### src/rtl/uart_cmd_pkg.sv
`default_nettype none
// +----------------------------------------------------------------------+
// | uart_cmd_pkg                                                         |
// | Shared FSM encoding, opcodes, error codes and checksum helper.       |
// | Revision: 1.0                                                        |
// +----------------------------------------------------------------------+
package uart_cmd_pkg;

   localparam logic [2:0] ST_IDLE = 3'd0;
   localparam logic [2:0] ST_CMD  = 3'd1;
   localparam logic [2:0] ST_DHI  = 3'd2;
   localparam logic [2:0] ST_DLO  = 3'd3;
   localparam logic [2:0] ST_CSUM = 3'd4;

   localparam logic [3:0] OP_WRITE = 4'h1;
   localparam logic [3:0] OP_START = 4'h2;
   localparam logic [3:0] OP_STOP  = 4'h3;

   localparam logic [1:0] ERR_CSUM    = 2'd1;
   localparam logic [1:0] ERR_TIMEOUT = 2'd2;
   localparam logic [1:0] ERR_OPCODE  = 2'd3;

   function automatic logic [7:0] calc_csum(input logic [7:0] cmd,
                                            input logic [7:0] dhi,
                                            input logic [7:0] dlo);
      return cmd ^ dhi ^ dlo;
   endfunction

endpackage
`default_nettype wire

### src/rtl/uart_cmd_timer.sv
`default_nettype none
// +----------------------------------------------------------------------+
// | uart_cmd_timer                                                       |
// | Inter-byte gap counter; flags expiry on its TIMEOUT_CYC-th step.     |
// | Revision: 1.0                                                        |
// +----------------------------------------------------------------------+
module uart_cmd_timer #(
   parameter int TIMEOUT_CYC = 100000
) (
   input  logic clk,
   input  logic rst_n,
   input  logic clear,
   input  logic enable,
   output logic expired
);

   localparam int c_CNT_W = $clog2(TIMEOUT_CYC + 1);
   localparam logic [c_CNT_W-1:0] c_LAST = c_CNT_W'(TIMEOUT_CYC - 1);

   logic [c_CNT_W-1:0] r_cnt;

   always_ff @(posedge clk or negedge rst_n) begin
      if (!rst_n) begin
         r_cnt <= '0;
      end else if (clear) begin
         r_cnt <= '0;
      end else if (enable) begin
         r_cnt <= r_cnt + 1'b1;
      end
   end

   // Fires in the cycle whose increment would make the count reach TIMEOUT_CYC.
   assign expired = enable && (r_cnt == c_LAST);

endmodule
`default_nettype wire

### src/rtl/uart_cmd_ctrl.sv
`default_nettype none
// +----------------------------------------------------------------------+
// | uart_cmd_ctrl                                                        |
// | Decodes SYNC/CMD/DHI/DLO/CSUM byte frames into register writes and   |
// | correlator start/stop pulses, with checksum and timeout errors.      |
// | Revision: 1.0                                                        |
// +----------------------------------------------------------------------+
module uart_cmd_ctrl
   import uart_cmd_pkg::*;
#(
   parameter int         TIMEOUT_CYC = 100000,
   parameter logic [7:0] SYNC_BYTE   = 8'hA5
) (
   input  logic        clk,
   input  logic        rst_n,
   input  logic [7:0]  rx_byte,
   input  logic        rx_valid,
   output logic        reg_wr_en,
   output logic [3:0]  reg_addr,
   output logic [15:0] reg_wdata,
   output logic        corr_start,
   output logic        corr_stop,
   output logic        busy,
   output logic        frame_err,
   output logic [1:0]  err_code,
   output logic [7:0]  err_count
);

   logic [2:0] r_state;
   logic [7:0] r_cmd;
   logic [7:0] r_dhi;
   logic [7:0] r_dlo;

   logic       w_expired;
   logic       w_tmr_clear;
   logic       w_tmr_enable;
   logic       w_frame_end;
   logic       w_csum_ok;
   logic       w_op_ok;
   logic [3:0] w_op;

   assign busy         = (r_state != ST_IDLE);
   assign w_tmr_enable = busy && !rx_valid;
   assign w_tmr_clear  = rx_valid || !busy || w_expired;

   assign w_op        = r_cmd[7:4];
   assign w_frame_end = (r_state == ST_CSUM) && rx_valid;
   assign w_csum_ok   = (rx_byte == calc_csum(r_cmd, r_dhi, r_dlo));
   assign w_op_ok     = (w_op == OP_WRITE) || (w_op == OP_START) || (w_op == OP_STOP);

   uart_cmd_timer #(
      .TIMEOUT_CYC (TIMEOUT_CYC)
   ) u_timer (
      .clk     (clk),
      .rst_n   (rst_n),
      .clear   (w_tmr_clear),
      .enable  (w_tmr_enable),
      .expired (w_expired)
   );

   always_ff @(posedge clk or negedge rst_n) begin
      if (!rst_n) begin
         r_state    <= ST_IDLE;
         r_cmd      <= '0;
         r_dhi      <= '0;
         r_dlo      <= '0;
         reg_wr_en  <= 1'b0;
         reg_addr   <= '0;
         reg_wdata  <= '0;
         corr_start <= 1'b0;
         corr_stop  <= 1'b0;
         frame_err  <= 1'b0;
         err_code   <= '0;
         err_count  <= '0;
      end else begin
         reg_wr_en  <= 1'b0;
         corr_start <= 1'b0;
         corr_stop  <= 1'b0;
         frame_err  <= 1'b0;

         if (w_expired) begin
            r_state   <= ST_IDLE;
            frame_err <= 1'b1;
            err_code  <= ERR_TIMEOUT;
            if (err_count != 8'hFF) err_count <= err_count + 1'b1;
         end else if (rx_valid) begin
            case (r_state)
               ST_IDLE: if (rx_byte == SYNC_BYTE) r_state <= ST_CMD;
               ST_CMD: begin
                  r_cmd   <= rx_byte;
                  r_state <= ST_DHI;
               end
               ST_DHI: begin
                  r_dhi   <= rx_byte;
                  r_state <= ST_DLO;
               end
               ST_DLO: begin
                  r_dlo   <= rx_byte;
                  r_state <= ST_CSUM;
               end
               default: r_state <= ST_IDLE;
            endcase
         end

         // Checksum failure takes precedence over an unknown opcode.
         if (w_frame_end) begin
            if (!w_csum_ok || !w_op_ok) begin
               frame_err <= 1'b1;
               err_code  <= !w_csum_ok ? ERR_CSUM : ERR_OPCODE;
               if (err_count != 8'hFF) err_count <= err_count + 1'b1;
            end else begin
               case (w_op)
                  OP_WRITE: begin
                     reg_wr_en <= 1'b1;
                     reg_addr  <= r_cmd[3:0];
                     reg_wdata <= {r_dhi, r_dlo};
                  end
                  OP_START: corr_start <= 1'b1;
                  default:  corr_stop  <= 1'b1;
               endcase
            end
         end
      end
   end

endmodule
`default_nettype wire

### config.mk
export PLATFORM = sky130hd
export DESIGN_NAME = uart_cmd_ctrl
export DESIGN_NICKNAME = d
export VERILOG_FILES = /design/src/rtl/uart_cmd_pkg.sv /design/src/rtl/uart_cmd_timer.sv /design/src/rtl/uart_cmd_ctrl.sv
export SDC_FILE = /design/constraint.sdc
export NUM_CORES = 1
export LEC_CHECK = 0
export CAP_MARGIN = 20
export CORE_ASPECT_RATIO = 0.75
export CORE_MARGIN = 5
export CORE_UTILIZATION = 35
export CTS_BUF_LIST = sky130_fd_sc_hd__clkbuf_2 sky130_fd_sc_hd__clkbuf_4 sky130_fd_sc_hd__clkbuf_8
export CTS_CLUSTER_DIAMETER = 80
export DETAILED_ROUTE_END_ITERATION = 16
export GPL_ROUTABILITY_DRIVEN = 0
export HOLD_SLACK_MARGIN = 0.15
export PLACE_DENSITY = 0.58
export SYNTH_ARGS = -nofsm -noshare
export SYNTH_HDL_FRONTEND = slang
export SYNTH_SLANG_ARGS = --single-unit
### constraint.sdc
create_clock -name clk -period 4.5 [get_ports clk]
set_clock_uncertainty 0.2 [all_clocks]
set_input_delay 0.9 -clock clk [delete_from_list [all_inputs] [get_ports clk]]
set_output_delay 0.9 -clock clk [all_outputs]
set_load 0.02 [all_outputs]
Word level (Yosys, flattened, before mapping)
Cells that the tools add are included.

operators by class
  mux-type cells = 27
  eq/ne operators = 12
  reductions and logical operators = 22
  bitwise logic cells = 4
  $add $sub $neg = 2

operators with widths
  cell                                                  count
  2-to-1 mux 8 bit                                      5
  2-to-1 mux 17 bit                                     2
  adder 17 x 1 -> 17 bit (second input constant)        1
  equality test 17 bit (second input constant)          1
  XOR 8 bit                                             2
  2-to-1 mux 1 bit                                      12
  one-hot mux 3 bit (4 select lines)                    1
  AND reduction 3 bit                                   4
  2-to-1 mux 3 bit                                      3
  adder 8 x 1 -> 8 bit (second input constant)          1
  equality test 4 x 2 -> 1 bit (second input constant)  2
  equality test 8 bit                                   1
  equality test 8 bit (second input constant)           1
  2-to-1 mux 2 bit                                      4
  inequality test 8 bit (second input constant)         1
  equality test 3 x 2 -> 1 bit (second input constant)  2
  logical OR 1 bit                                      5
  equality test 4 x 1 -> 1 bit (second input constant)  1
  zero test 1 bit                                       4
  nonzero test 2 bit                                    2
  equality test 3 x 1 -> 1 bit (second input constant)  1
  equality test 3 bit (second input constant)           1
  logical AND 1 bit                                     3
  zero test 3 bit                                       1
  other kinds (5)                                       6

storage, ports and cells
  bits of input ports = 11
  word-level logic and storage cells = 80
  register bits after elaboration = 78

Logic depth before layout (Yosys ltp)
  depth in word-level cells = 7
  depth in mapped cells = 7
  depth with buffers taken out = 7

Cells and area by module
A second synthesis with hierarchy kept.

unflattened totals
  cells, all modules = 302
  area, all modules = 3661.0 um^2

modules (own cells, without submodules)
  module          times used  cells each  area an instance (um^2)  sequential area each (um^2)
  uart_cmd_ctrl   1           207         2736.4                   1526.5
  uart_cmd_timer  1           95          924.6                    425.4

Worst setup path before layout
No wires, ideal clock.

  kind = input -> register
  from = input port rx_valid
  to = register reg_addr[0]
  cell stages on the path = 6
  slack = 1.665 ns
  data arrival time = 2.507 ns
  required time = 4.172 ns
  cells stage by stage = inv_2 nor4b_1 nand2_1 nor4_2 buf_4 mux2_1

on the way
  cells in the longest elaborated chain, start to end = 2

ends and longest elaborated chain
  element                        line                  RTL
  from (decl)                    uart_cmd_ctrl.sv:17   input logic rx_valid,
  logical AND 1 bit              uart_cmd_ctrl.sv:47   assign w_frame_end = (r_state == ST_CSUM) && rx_valid;
  AND reduction 3 bit (no line)  -
  to (signal assigned)           uart_cmd_ctrl.sv:115  reg_addr <= r_cmd[3:0];
  to (decl)                      uart_cmd_ctrl.sv:19   output logic [3:0] reg_addr,

Every way passes these cells.
A chain may end at the register's enable or synchronous reset.

Final worst setup path
  from = input port rx_byte[7]
  to = register reg_addr[2]

on the way
  cells in the longest elaborated chain, start to end = 5

ends and longest elaborated chain
  element                        line                  RTL
  from (decl)                    uart_cmd_ctrl.sv:16   input logic [7:0] rx_byte,
  equality test 8 bit            uart_cmd_ctrl.sv:48   assign w_csum_ok = (rx_byte == calc_csum(r_cmd, r_dhi, r_dlo));
  zero test 1 bit                -
  logical OR 1 bit               uart_cmd_ctrl.sv:107  if (!w_csum_ok || !w_op_ok) begin
  NOT 1 bit (no line)            -
  AND reduction 3 bit (no line)  -

Every way passes these cells.

==> metrics.txt <==
status=complete, no violations; Seq/Total Area, Yosys=0.5514; Starting DRT DRC Count=143; Post-CTS Setup Inserts=0; cell with the most instances after synthesis=dfrtp_1; ranking of synthesized cells by area=dfrtp_1, mux2_2, mux2_1, xnor2_1, xor2_1; cts repair resizes=0; Worst-Margin Slew=about 0.82 ns; Clock Sinks=78; nature of the critical path endpoint=flop; flops & latches, synth=between 70 and 80; placed cells=between 400 and 500; PwrDens=493.1 nW/um2; CP Max Fanout=20; commonest cells in the netlist=dfrtp_1, nor2_1, xnor2_1; Critical path origin=rx_byte[7]; Post-synth EDFFs=0; clk buf depth=2; worst path buffer plus inverter count=2; final-report hold violation count=0; average cell area after synthesis=12.16 um2; H-tree depth=3; count of cell types in the netlist=38; WS Path Type=primary input to flop; crit-path leading delay family=simple AND/OR/NAND/NOR gates; Starting Density=0.3621; die width=~130 um; Synthesis Warnings=0; first-pass GRT wire length=between 10 and 15 mm; max cap viols=0; Die Area=12250 um2; Rel. slew slack=0.4495; WP data arrival=between 3 and 4 ns; crit-path max cell delay=0.61 ns; clk_lat worst skew=around 0.35 ns; I/O pin total=46; total global routing track utilization=0.1208; fraction of layout cells with a size suffix above 1=0.1510; Setup TNS=0 ns; Die Y=97.09 um; Diodes inserted=0; largest net degree at the start of global routing=between 70 and 80; Peak VDD IR=around 0.20 mV; Hold WC Path Type=primary input to async pin; Worst EP required=between 4 and 5 ns; CTS tree=done; Slew Viols, Final=0; share of the synthesized area in the top cell type=0.5514; min cycle time layout=approximately 3.6 ns; root buffer cell=clkbuf_8; DR pass1 iterations=4; DR vias=~2300; slowest stage cell, crit path=nor4_1; TritonCTS Buffers=9; CTS Hold Bufs=0; Filler cells=a little over 900; leakage=1.890 nW; Layout area overhead=23.29%; asr flop ratio synth=1.000; post-DR wirelength/cell=about 14 um; final std cells w/o fill=slightly below 500; initial antenna violation count=0; Synth Instances=291; Post-DRT Antenna Nets=0; Worst-path clk slew=0.08 ns; post-synthesis net count=around 300; Layout Nets=359; Row Count=31; WL final=6.974 mm; CORE AREA=between 9000 and 10000 um2; fmax=between 200 and 300 MHz; top_reg_cell synth=dfrtp_1; PortBufs=45; crit-path cells=clkdlybuf4s50_1 > xor2_1 > xnor2_1 > nor4_1 > nand2_1 > nor4_4 > buf_4 > mux2_1; final setup vio count=0; GRT overflow=0; Residual DRC=0; post-synth top area cell=dfrtp_1; Critical Path Source Type=primary input; Final period util=0.7899; reg2reg start=r_dlo[7]; hpwl dp=4.837 mm; RSZ-0062 raised after global routing=no; Via density=around 4.8; vias in the first global route=around 2400; mapped cell area=~3500 um2
==> layout by cell type, fill, tap and decap left out, types with 2 or more instances in the layout <==
master           instances
clkdlybuf4s50_1         44
and4_1                   2
mux2_1                  22
nand2_1                 18
clkinvlp_4               4
o211ai_1                 2
nand4_1                  4
nor4_1                   5
o21ai_0                  6
o21ai_1                  3
buf_4                    4
nor2_1                  34
mux2_2                  23
mux2i_1                  2
inv_1                    3
dfrtp_1                 78
or3_1                    2
or4_1                    2
and3_1                   6
a21oi_1                  4
ha_1                     2
nor4bb_1                 2
xor2_1                  17
clkbuf_8                10
nand3_1                 11
xnor2_1                 25
==> layer usage <==
layer	track usage	wire (um)
met5	0	0
met4	0.03957	102
met3	0.04341	350
met2	0.1745	2926
met1	0.1680	3594
==> path summary, 6_finish.rpt <==
check / slack [ns] / endpoint / cells past startpoint
max: 0.95 / reg_addr[2] / 8
min: 0.17 / u_timer.r_cnt[8] / 1
max reg2reg: 1.64 / reg_addr[2] / 7
min reg2reg: 0.29 / reg_wdata[7] / 1
max in group asynchronous: 3.36 / reg_addr[2] / 2
min in group clk: 0.29 / reg_wdata[7] / 1
==> final cells by class <==
cell class                 count  area (um2)  area share
sequential                    78        1952      0.4472
multi-input combinational    204        1554      0.3561
timing repair buffer          49       498.0      0.1141
tap                          132       165.2     0.03784
clock buffer                  11       145.1     0.03326
clock inverter                 5       35.03    0.008028
inverter                       4       15.01    0.003440
==> worst reg2reg max path: stages (launching register included) <==
cell and delay, ns:
dfrtp_1 0.41, xor2_1 0.18, xnor2_1 0.14, nor4_1 0.61, nand2_1 0.26, nor4_4 0.25, buf_4 0.33, mux2_1 0.36
==> state kept, by name, summed over array words and instances (netlist names), 2 cells and up <==
| name | flops |
|---|---|
| r_state | 3 |
| err_count | 8 |
| r_cmd | 8 |
| reg_addr | 4 |
| r_dlo | 8 |
| u_timer.r_cnt | 17 |
| err_code | 2 |
| reg_wdata | 16 |
| r_dhi | 8 |
==> kinds of logic after synthesis <==
| group | synth area share |
|---|---|
| simple gates | 0.1364 |
| flops | 0.5514 |
| mux | 0.1531 |
| xor+xnor | 0.1039 |
| compound gates | 0.03605 |
| buf+inv | 0.01202 |
| fa+ha+maj | 0.007069 |
==> report_power, final <==
part / switching (mW) / internal (mW)
Combinational: 0.302 / 0.354
Sequential: 0.164 / 0.855
Clock: 0.256 / 0.220
Total: 0.723 / 1.43
==> metrics by stage <==
stage	worst slack, ns	cell area (um2)	power (mW)	hold slack (ns)	util
finish	0.9455	4364	2.152	0.1702	0.4465
floorplan	1.665	3540	1.485	0.2535	-
global route	0.6747	4364	2.297	0.1540	0.4465
global placement	0.6652	4156	1.684	0.2730	0.4252
CTS	0.9419	4337	2.181	0.2946	0.4437
detailed placement	0.5774	4156	1.697	0.2751	0.4252
No activity file was read; power rests on OpenSTA's default activity.
